==> src/rtl/bus_seq_pkg.sv <==
// Shared state encoding, microcode word layout and bus select codes for bus_sequencer.
package bus_seq_pkg;

  typedef logic [2:0] seq_state_t;

  localparam seq_state_t StReset = 3'd0;
  localparam seq_state_t StFetch = 3'd1;
  localparam seq_state_t StExec  = 3'd2;
  localparam seq_state_t StHalt  = 3'd3;
  localparam seq_state_t StGrant = 3'd4;

  localparam logic [2:0] ADDR_NONE = 3'd0;
  localparam logic [2:0] ADDR_SP   = 3'd1;
  localparam logic [2:0] ADDR_MAR  = 3'd2;
  localparam logic [2:0] ADDR_X    = 3'd3;
  localparam logic [2:0] ADDR_PC   = 3'd5;

  localparam logic [3:0] OUT_A     = 4'b0001;
  localparam logic [3:0] OUT_ALU   = 4'b0010;
  localparam logic [3:0] OUT_MEM   = 4'b0011;
  localparam logic [3:0] LOAD_A    = 4'b0001;
  localparam logic [3:0] LOAD_MEM  = 4'b0011;
  localparam logic [3:0] LOAD_IR   = 4'b0100;
  localparam logic [3:0] LOAD_B    = 4'b0101;
  localparam logic [3:0] SEL_IDLE  = 4'b1000;

  localparam logic [7:0] OPC_LDA   = 8'h01;
  localparam logic [7:0] OPC_STC   = 8'h02;
  localparam logic [7:0] OPC_SPIN  = 8'h03;
  localparam logic [7:0] OPC_HLT   = 8'h0F;

  typedef struct packed {
    logic       eoi;
    logic       hlt;
    logic       cond;
    logic [2:0] addrout;
    logic [2:0] addrload;
    logic [3:0] out;
    logic [3:0] load;
  } uword_t;

  function automatic uword_t mk_word(input logic eoi, input logic hlt, input logic cond,
                                     input logic [2:0] addrout, input logic [2:0] addrload,
                                     input logic [3:0] out, input logic [3:0] load);
    uword_t w;
    w.eoi      = eoi;
    w.hlt      = hlt;
    w.cond     = cond;
    w.addrout  = addrout;
    w.addrload = addrload;
    w.out      = out;
    w.load     = load;
    return w;
  endfunction

endpackage

==> src/rtl/bus_sequencer_rom.sv <==
// microcode_rom: combinational {opcode, step} -> control word lookup.
module microcode_rom
  import bus_seq_pkg::*;
#(
  parameter int unsigned OPC_W  = 8,
  parameter int unsigned STEP_W = 3
) (
  input  logic [OPC_W-1:0]  i_opcode,
  input  logic [STEP_W-1:0] i_step,
  output uword_t            o_word
);

  always_comb begin
    // Unlisted opcode/step pairs end the instruction with everything idle.
    o_word = mk_word(1'b1, 1'b0, 1'b0, ADDR_NONE, ADDR_NONE, SEL_IDLE, SEL_IDLE);
    case (i_opcode)
      OPC_W'(OPC_LDA): begin
        if (i_step == STEP_W'(1)) begin
          o_word = mk_word(1'b0, 1'b0, 1'b0, ADDR_PC, ADDR_MAR, SEL_IDLE, SEL_IDLE);
        end else if (i_step == STEP_W'(2)) begin
          o_word = mk_word(1'b1, 1'b0, 1'b0, ADDR_MAR, ADDR_NONE, OUT_MEM, LOAD_A);
        end
      end
      OPC_W'(OPC_STC): begin
        if (i_step == STEP_W'(1)) begin
          o_word = mk_word(1'b1, 1'b0, 1'b1, ADDR_PC, ADDR_MAR, OUT_A, LOAD_MEM);
        end
      end
      // Never raises eoi: relies on the step-overflow terminator.
      OPC_W'(OPC_SPIN): begin
        o_word = mk_word(1'b0, 1'b0, 1'b0, ADDR_SP, ADDR_X, OUT_ALU, LOAD_B);
      end
      OPC_W'(OPC_HLT): begin
        o_word = mk_word(1'b1, 1'b1, 1'b0, ADDR_NONE, ADDR_NONE, SEL_IDLE, SEL_IDLE);
      end
      default: ;
    endcase
  end

endmodule

==> src/rtl/bus_sequencer.sv <==
// Microstep sequencer driving address/data bus selects, with loader bus handover.
// Optional BUS_SEQ_COND_EN: cond words suppress load selects when cond_flag is low.
module bus_sequencer
  import bus_seq_pkg::*;
#(
  parameter int unsigned STEP_W = 3,
  parameter int unsigned OPC_W  = 8
) (
  input  logic              clk,
  input  logic              rst,
  input  logic [OPC_W-1:0]  opcode,
  input  logic              cond_flag,
  input  logic              bus_req,
  output logic              bus_grant,
  output logic [2:0]        addroutctl,
  output logic [2:0]        addrloadctl,
  output logic [3:0]        outctl,
  output logic [3:0]        loadctl,
  output logic [STEP_W-1:0] step,
  output logic              halted,
  output logic              ucode_err
);

  seq_state_t        r_state;
  logic [STEP_W-1:0] r_step;
  logic              r_err;
  logic              r_from_halt;

  uword_t            w_word;
  logic              w_step_max;
  logic              w_suppress;

  microcode_rom #(
    .OPC_W  (OPC_W),
    .STEP_W (STEP_W)
  ) u_rom (
    .i_opcode (opcode),
    .i_step   (r_step),
    .o_word   (w_word)
  );

  assign w_step_max = &r_step;

`ifdef BUS_SEQ_COND_EN
  assign w_suppress = w_word.cond & ~cond_flag;
`else
  logic w_unused_cond;
  assign w_suppress    = 1'b0;
  assign w_unused_cond = cond_flag ^ w_word.cond;
`endif

  always_ff @(posedge clk) begin
    if (rst) begin
      r_state     <= StReset;
      r_step      <= '0;
      r_err       <= 1'b0;
      r_from_halt <= 1'b0;
    end else begin
      case (r_state)
        StReset: begin
          r_state <= StFetch;
          r_step  <= '0;
        end
        StFetch: begin
          r_state <= StExec;
          r_step  <= STEP_W'(1);
        end
        StExec: begin
          if (w_word.hlt) begin
            r_state <= StHalt;
            r_step  <= '0;
          end else if (w_word.eoi || w_step_max) begin
            if (!w_word.eoi) r_err <= 1'b1;
            // bus_req is only looked at here and in HALT.
            r_state     <= bus_req ? StGrant : StFetch;
            r_from_halt <= 1'b0;
            r_step      <= '0;
          end else begin
            r_step <= r_step + STEP_W'(1);
          end
        end
        StHalt: begin
          if (bus_req) begin
            r_state     <= StGrant;
            r_from_halt <= 1'b1;
          end
        end
        StGrant: begin
          if (!bus_req) r_state <= r_from_halt ? StHalt : StFetch;
        end
        default: begin
          r_state <= StReset;
          r_step  <= '0;
        end
      endcase
    end
  end

  always_comb begin
    addroutctl  = ADDR_NONE;
    addrloadctl = ADDR_NONE;
    outctl      = SEL_IDLE;
    loadctl     = SEL_IDLE;
    case (r_state)
      StFetch: begin
        addroutctl = ADDR_PC;
        outctl     = OUT_MEM;
        loadctl    = LOAD_IR;
      end
      StExec: begin
        addroutctl  = w_word.addrout;
        addrloadctl = w_suppress ? ADDR_NONE : w_word.addrload;
        outctl      = w_word.out;
        loadctl     = w_suppress ? SEL_IDLE : w_word.load;
      end
      default: ;
    endcase
  end

  assign bus_grant = (r_state == StGrant);
  assign halted    = (r_state == StHalt) || ((r_state == StGrant) && r_from_halt);
  assign step      = r_step;
  assign ucode_err = r_err;

endmodule

==> config.mk <==
export PLATFORM = sky130hd
export DESIGN_NAME = bus_sequencer
export DESIGN_NICKNAME = d
export VERILOG_FILES = /design/src/rtl/bus_seq_pkg.sv /design/src/rtl/bus_sequencer_rom.sv /design/src/rtl/bus_sequencer.sv
export SDC_FILE = /design/constraint.sdc
export NUM_CORES = 1
export LEC_CHECK = 0
export BUFFER_PORTS_ARGS = -buffer_cell sky130_fd_sc_hd__buf_2
export CAP_MARGIN = 0
export CORE_MARGIN = 2
export CORE_UTILIZATION = 43
export DETAILED_ROUTE_END_ITERATION = 16
export HOLD_SLACK_MARGIN = 0.03
export PLACE_DENSITY = 0.78
export SYNTH_ARGS = -nofsm -noshare
export SYNTH_HDL_FRONTEND = slang
export SYNTH_SLANG_ARGS = --single-unit
==> constraint.sdc <==
create_clock -name clk -period 2.3 [get_ports clk]
set_input_delay 0.46 -clock clk [delete_from_list [all_inputs] [get_ports clk]]
set_output_delay 0.46 -clock clk [all_outputs]
set_load 0.05 [all_outputs]
# ---- Word level (Yosys, flattened, before mapping)
# Index checks and enable logic that the tools add are counted.
dict set report totals {
  regBits 8
  output_inout_bits 20
}
dict set report op_classes {
  n_addsub 1
  n_eq_ne 15
  n_mux 22
  bitwise_logic 2
  n_reduce_logical 10
}
# op n
set op_table {}
lappend op_table {{$pmux 17 s4} 1}
lappend op_table {{$mux 3} 8}
lappend op_table {{$mux 17} 1}
lappend op_table {{$eq 8x2->1 const B} 2}
lappend op_table {{$pmux 4 s2} 2}
lappend op_table {{$mux 15} 1}
lappend op_table {{$pmux 3 s5} 1}
lappend op_table {{$mux 13} 1}
lappend op_table {{$eq 3x2->1 const B} 3}
lappend op_table {{$pmux 3 s3} 1}
lappend op_table {{$eq 8x1->1 const B} 1}
lappend op_table {{$eq 8x4->1 const B} 1}
lappend op_table {{$ne 2x2->1 const B} 4}
lappend op_table {{$reduce_and 4->1} 2}
lappend op_table {{$eq 3x1->1 const B} 2}
lappend op_table {{$pmux 3 s2} 1}
lappend op_table {{$reduce_and 3->1} 2}
lappend op_table {{$add 3x1->3 const B} 1}
lappend op_table {{$eq 3x3->1 const B} 1}
lappend op_table {{$logic_not 3->1} 1}
lappend op_table {{$mux 1} 3}
lappend op_table {{$ne 3x2->1 const B} 1}
lappend op_table {{$logic_or 1x1->1} 2}
lappend op_table {{$mux 2} 1}
lappend op_table {{5 further kinds} 6}

# ---- Longest topological paths before layout
dict set report depth {
  depth_word 8
  depth_mapped 8
  mapped_depth_nobuf 7
}

# ---- Cells and area by module
# Synthesis repeated with hierarchy kept, for this count alone.
dict set report hier_totals {
  hier_cells 108
  area_unflattened_um2 868.3
}
# module n_inst cells_per_inst area_per_inst_um2
set modules_own_cells {}
lappend modules_own_cells {bus_sequencer 1 76 610.6}
lappend modules_own_cells {microcode_rom 1 32 257.7}

# ---- Least setup slack after synthesis
# OpenSTA, ideal clock, no wires.
dict set report synth_timing {
  path_kind {register to output}
  from {reg r_step[1], in the netlist step[1]}
  to {out outctl[1]}
  arrival_ps 2423
  slack_ps -583
  path_stages_with_launch 6
  cell_sequence {dfxtp_1 > inv_1 > ha_1 > nor4b_1 > nand3_1 > o21ai_0}
}
dict set report synth_between {
  elab_chain_cells 5
  elab_cells_between_ends 6
}
# element line_no
set synth_rtl {}
lappend synth_rtl {{start: declaration} bus_sequencer.sv:25} ;# logic [STEP_W-1:0] r_step;
lappend synth_rtl {{start signal: assignment} bus_sequencer.sv:79} ;# r_step <= r_step + STEP_W'(1);
lappend synth_rtl {{$eq 3x2->1} bus_sequencer_rom.sv:20} ;# end else if (i_step == STEP_W'(2)) begin
lappend synth_rtl {{$mux 13} bus_sequencer_rom.sv:20}
lappend synth_rtl {{$mux 17 (*)} bus_sequencer_rom.sv:18} ;# if (i_step == STEP_W'(1)) begin
lappend synth_rtl {{$pmux 17 s4 (*)} bus_sequencer_rom.sv:16} ;# case (i_opcode)
lappend synth_rtl {{$pmux 4 s2 (*)} bus_sequencer.sv:104} ;# case (r_state)
lappend synth_rtl {{end: declaration} bus_sequencer.sv:17} ;# output logic [3:0] outctl,
# Mark *: on every way between the ends. The rest lies on a longest branch, timed or not.

# ---- Worst setup path in the final report
dict set report layout_timing {
  from {reg r_step[1], in the netlist step[1]}
  to {out loadctl[3]}
}
dict set report layout_between {
  elab_chain_cells 5
  elab_cells_between_ends 7
}
# element line_no
set layout_rtl {}
lappend layout_rtl {{$eq 3x2->1} bus_sequencer_rom.sv:20}
lappend layout_rtl {{$mux 13} bus_sequencer_rom.sv:20}
lappend layout_rtl {{$mux 17} bus_sequencer_rom.sv:18}
lappend layout_rtl {{$pmux 17 s4 (*)} bus_sequencer_rom.sv:16}
lappend layout_rtl {{$pmux 4 s2 (*)} bus_sequencer.sv:104}
lappend layout_rtl {{end: declaration} bus_sequencer.sv:18} ;# output logic [3:0] loadctl,
# Marked as above.

==> impl_metrics.env <==
export IMPL_start_util_pct=46.6
export IMPL_cellPowerDensity_nw_per_um2=546
export IMPL_cts_tree="built"
export IMPL_grt_pass1_vias=647
export IMPL_setup_violations=0
export IMPL_synth_area_um2=709
export IMPL_yosys_area_top_type="dfxtp_1"
export IMPL_grt_max_degree=10
export IMPL_via_count=771
export IMPL_holdCritPathClass="in2reg"
export IMPL_critPathCaptureType="primary output"
export IMPL_syn_area_per_cell_um2=7.63
export IMPL_cts_clk_slew_worst_paths_ps=50
export IMPL_antenna_found_initial=0
export IMPL_finalClockSkew_ps=5.34
export IMPL_synth_area_leaders="dfxtp_1 (23%), ha_1 (7.1%), nor2_1 (6.9%)"
export IMPL_required_ps=1840
export IMPL_maxCapViolations=0
export IMPL_fin_util_pct=62.2
export IMPL_outcome="complete, no violations"
export IMPL_cts_max_level=1
export IMPL_placed_cells=136
export IMPL_area_growth_pct=33.7
export IMPL_final_cells=141
export IMPL_ys_seq_area_share_pct=22.6
export IMPL_die_w_um=44.6
export IMPL_clock_sinks=8
export IMPL_avgViaCountPerCell=5.47
export IMPL_drive_gt1_share_pct=39.2
export IMPL_drtPass1Iterations=3
export IMPL_grt_pass1_wl_um=2680
export IMPL_cts_root_buf="clkbuf_4"
export IMPL_cts_buffers=3
export IMPL_whs_ps=468
export IMPL_ir_worst_vdd_mv=0.377
export IMPL_drc=0
export IMPL_cp_data_arrival_time_ps=1730
export IMPL_placed_cell_area_um2=867
export IMPL_period_needed_ps=2190
export IMPL_wl_per_cell_um=12.5
export IMPL_cts_buffer_depth=2
export IMPL_cp_start_kind="register"
export IMPL_finalNetCount=142
export IMPL_hpwl_um=1360
export IMPL_ys_types=37
export IMPL_layout_worst_path_cycle_share_pct=95.4
export IMPL_core_area_um2=1520
export IMPL_finalHoldViolCount=0
export IMPL_n_antenna_cell=0
export IMPL_synth_seq_cells=8
export IMPL_ant_nets=0
export IMPL_worstSkewPairLatency_ps=250
export IMPL_first_iter_violations=11
export IMPL_io_buffers=28
export IMPL_row_count=14
export IMPL_synth_edf_count=0
export IMPL_synth_most_common_cell="nor2_1"
export IMPL_netlist_instances=93
export IMPL_synth_ff_type="dfxtp_1"
export IMPL_max_freq_ghz=0.456
export IMPL_finalMaxSlewViolations=0
export IMPL_power_uw=518
export IMPL_stdcell_area_um2=948
export IMPL_grt_overflow_total=0
export IMPL_cellLeakagePower_nw=0.468
export IMPL_yosys_top_cells_count="nor2_1 (13), nand2_1 (9), dfxtp_1 (8)"
export IMPL_synth_top_area_share_pct=22.6
export IMPL_crit_fanout=5
export IMPL_track_usage_pct=18.4
export IMPL_async_reset_ff_share_pct=0
export IMPL_routed_wl_um=1760
export IMPL_die_h_um=44.6
export IMPL_die_area_um2=1990
export IMPL_gp_congestion=0.796
export IMPL_critPathKind="reg2out"
export IMPL_synth_warnings=0
export IMPL_ioPinCount=32
## cell families (layout without fill, tap and decap cells)
family	after synthesis	after routing	synth area share, %
compound gates	22	22	20.5
xor+xnor	1	1	1.23
fa+ha+maj	4	4	7.05
buf+inv	10	41	7.58
flops	8	8	22.6
other cells	1	2	0.529
simple gates	47	47	40.6
## worst max-delay path: stages, from the launching register on
cell and delay [ps]:
dfxtp_4 350, inv_2 40, ha_2 170, nor2b_4 140, and2_4 140, nand3b_1 100, a21o_1 200, and2_4 180
buf_8 140
## routing by layer
metal	vias up	part of all wire, %	GRT usage [%]
li1	392	-	-
met1	352	43	21.9
met5	-	0	0
met2	24	51	31.9
met4	0	1.5	9.09
met3	3	4.5	2.45
## path summary, 6_finish.rpt
check	endpoint	startpoint	depth (start not counted)	slack [ps]
max	loadctl[3]	step[1]$_SDFFE_PP0N_	8	110
min	step[1]$_SDFFE_PP0N_	rst	2	470
max reg2reg	r_state[1]$_SDFFE_PP0P_	step[1]$_SDFFE_PP0N_	7	590
min reg2reg	ucode_err$_SDFFE_PP0P_	ucode_err$_SDFFE_PP0P_	2	500
## cell type report
class,count,area [µm²]
inverter,5,18.8
multi-input combinational,76,520
clock buffer,4,26.3
sequential,8,168
tap,16,20.0
fill,151,576
timing repair buffer,32,195
## per-stage QoR
| stage | TNS [ps] | setup WS (ps) |
|---|---|---|
| 6_report | 0 | 105 |
| 5_1_grt | -17.0 | -8.08 |
| 4_1_cts | 0 | 12.0 |
| 3_5_place_dp | 0 | 184 |
| 3_3_place_gp | 0 | 200 |
| 2_1_floorplan | 0 | 11.4 |
## cells in the final DEF, fill, tap and decap left out, types with 2 or more instances in the layout
master	instances
buf_8	2
buf_4	5
and2_4	2
clkbuf_4	4
nand4_1	2
inv_1	4
conb_1	2
nand2b_1	3
a21oi_1	4
nor2_1	13
and2b_1	2
nand3_1	2
a21o_1	3
dfxtp_1	6
o21ai_1	2
dfxtp_4	2
buf_2	24
nor3b_2	2
o2bb2ai_1	2
nand2_1	9
and3_1	2
o21ai_0	4
ha_1	3
## flip-flops by register name, indices dropped and copies added (netlist names)
signal       flops
r_from_halt      1
r_state          3
step             3
ucode_err        1
## where the power goes
group | total (mW) | internal, mW | switching [mW]
registers | 0.163 | 0.148 | 0.0151
clock network | 0.113 | 0.0663 | 0.0463
logic | 0.243 | 0.0808 | 0.162
total | 0.518 | 0.295 | 0.223
## repair_timing
action,CTS,global route
pin swaps,1,1
endpoints found under the setup margin,2,6
setup buffers,1,0
resized for setup,4,13
hold buffers,0,0
Note: power is estimated with default switching activity, not from simulation.
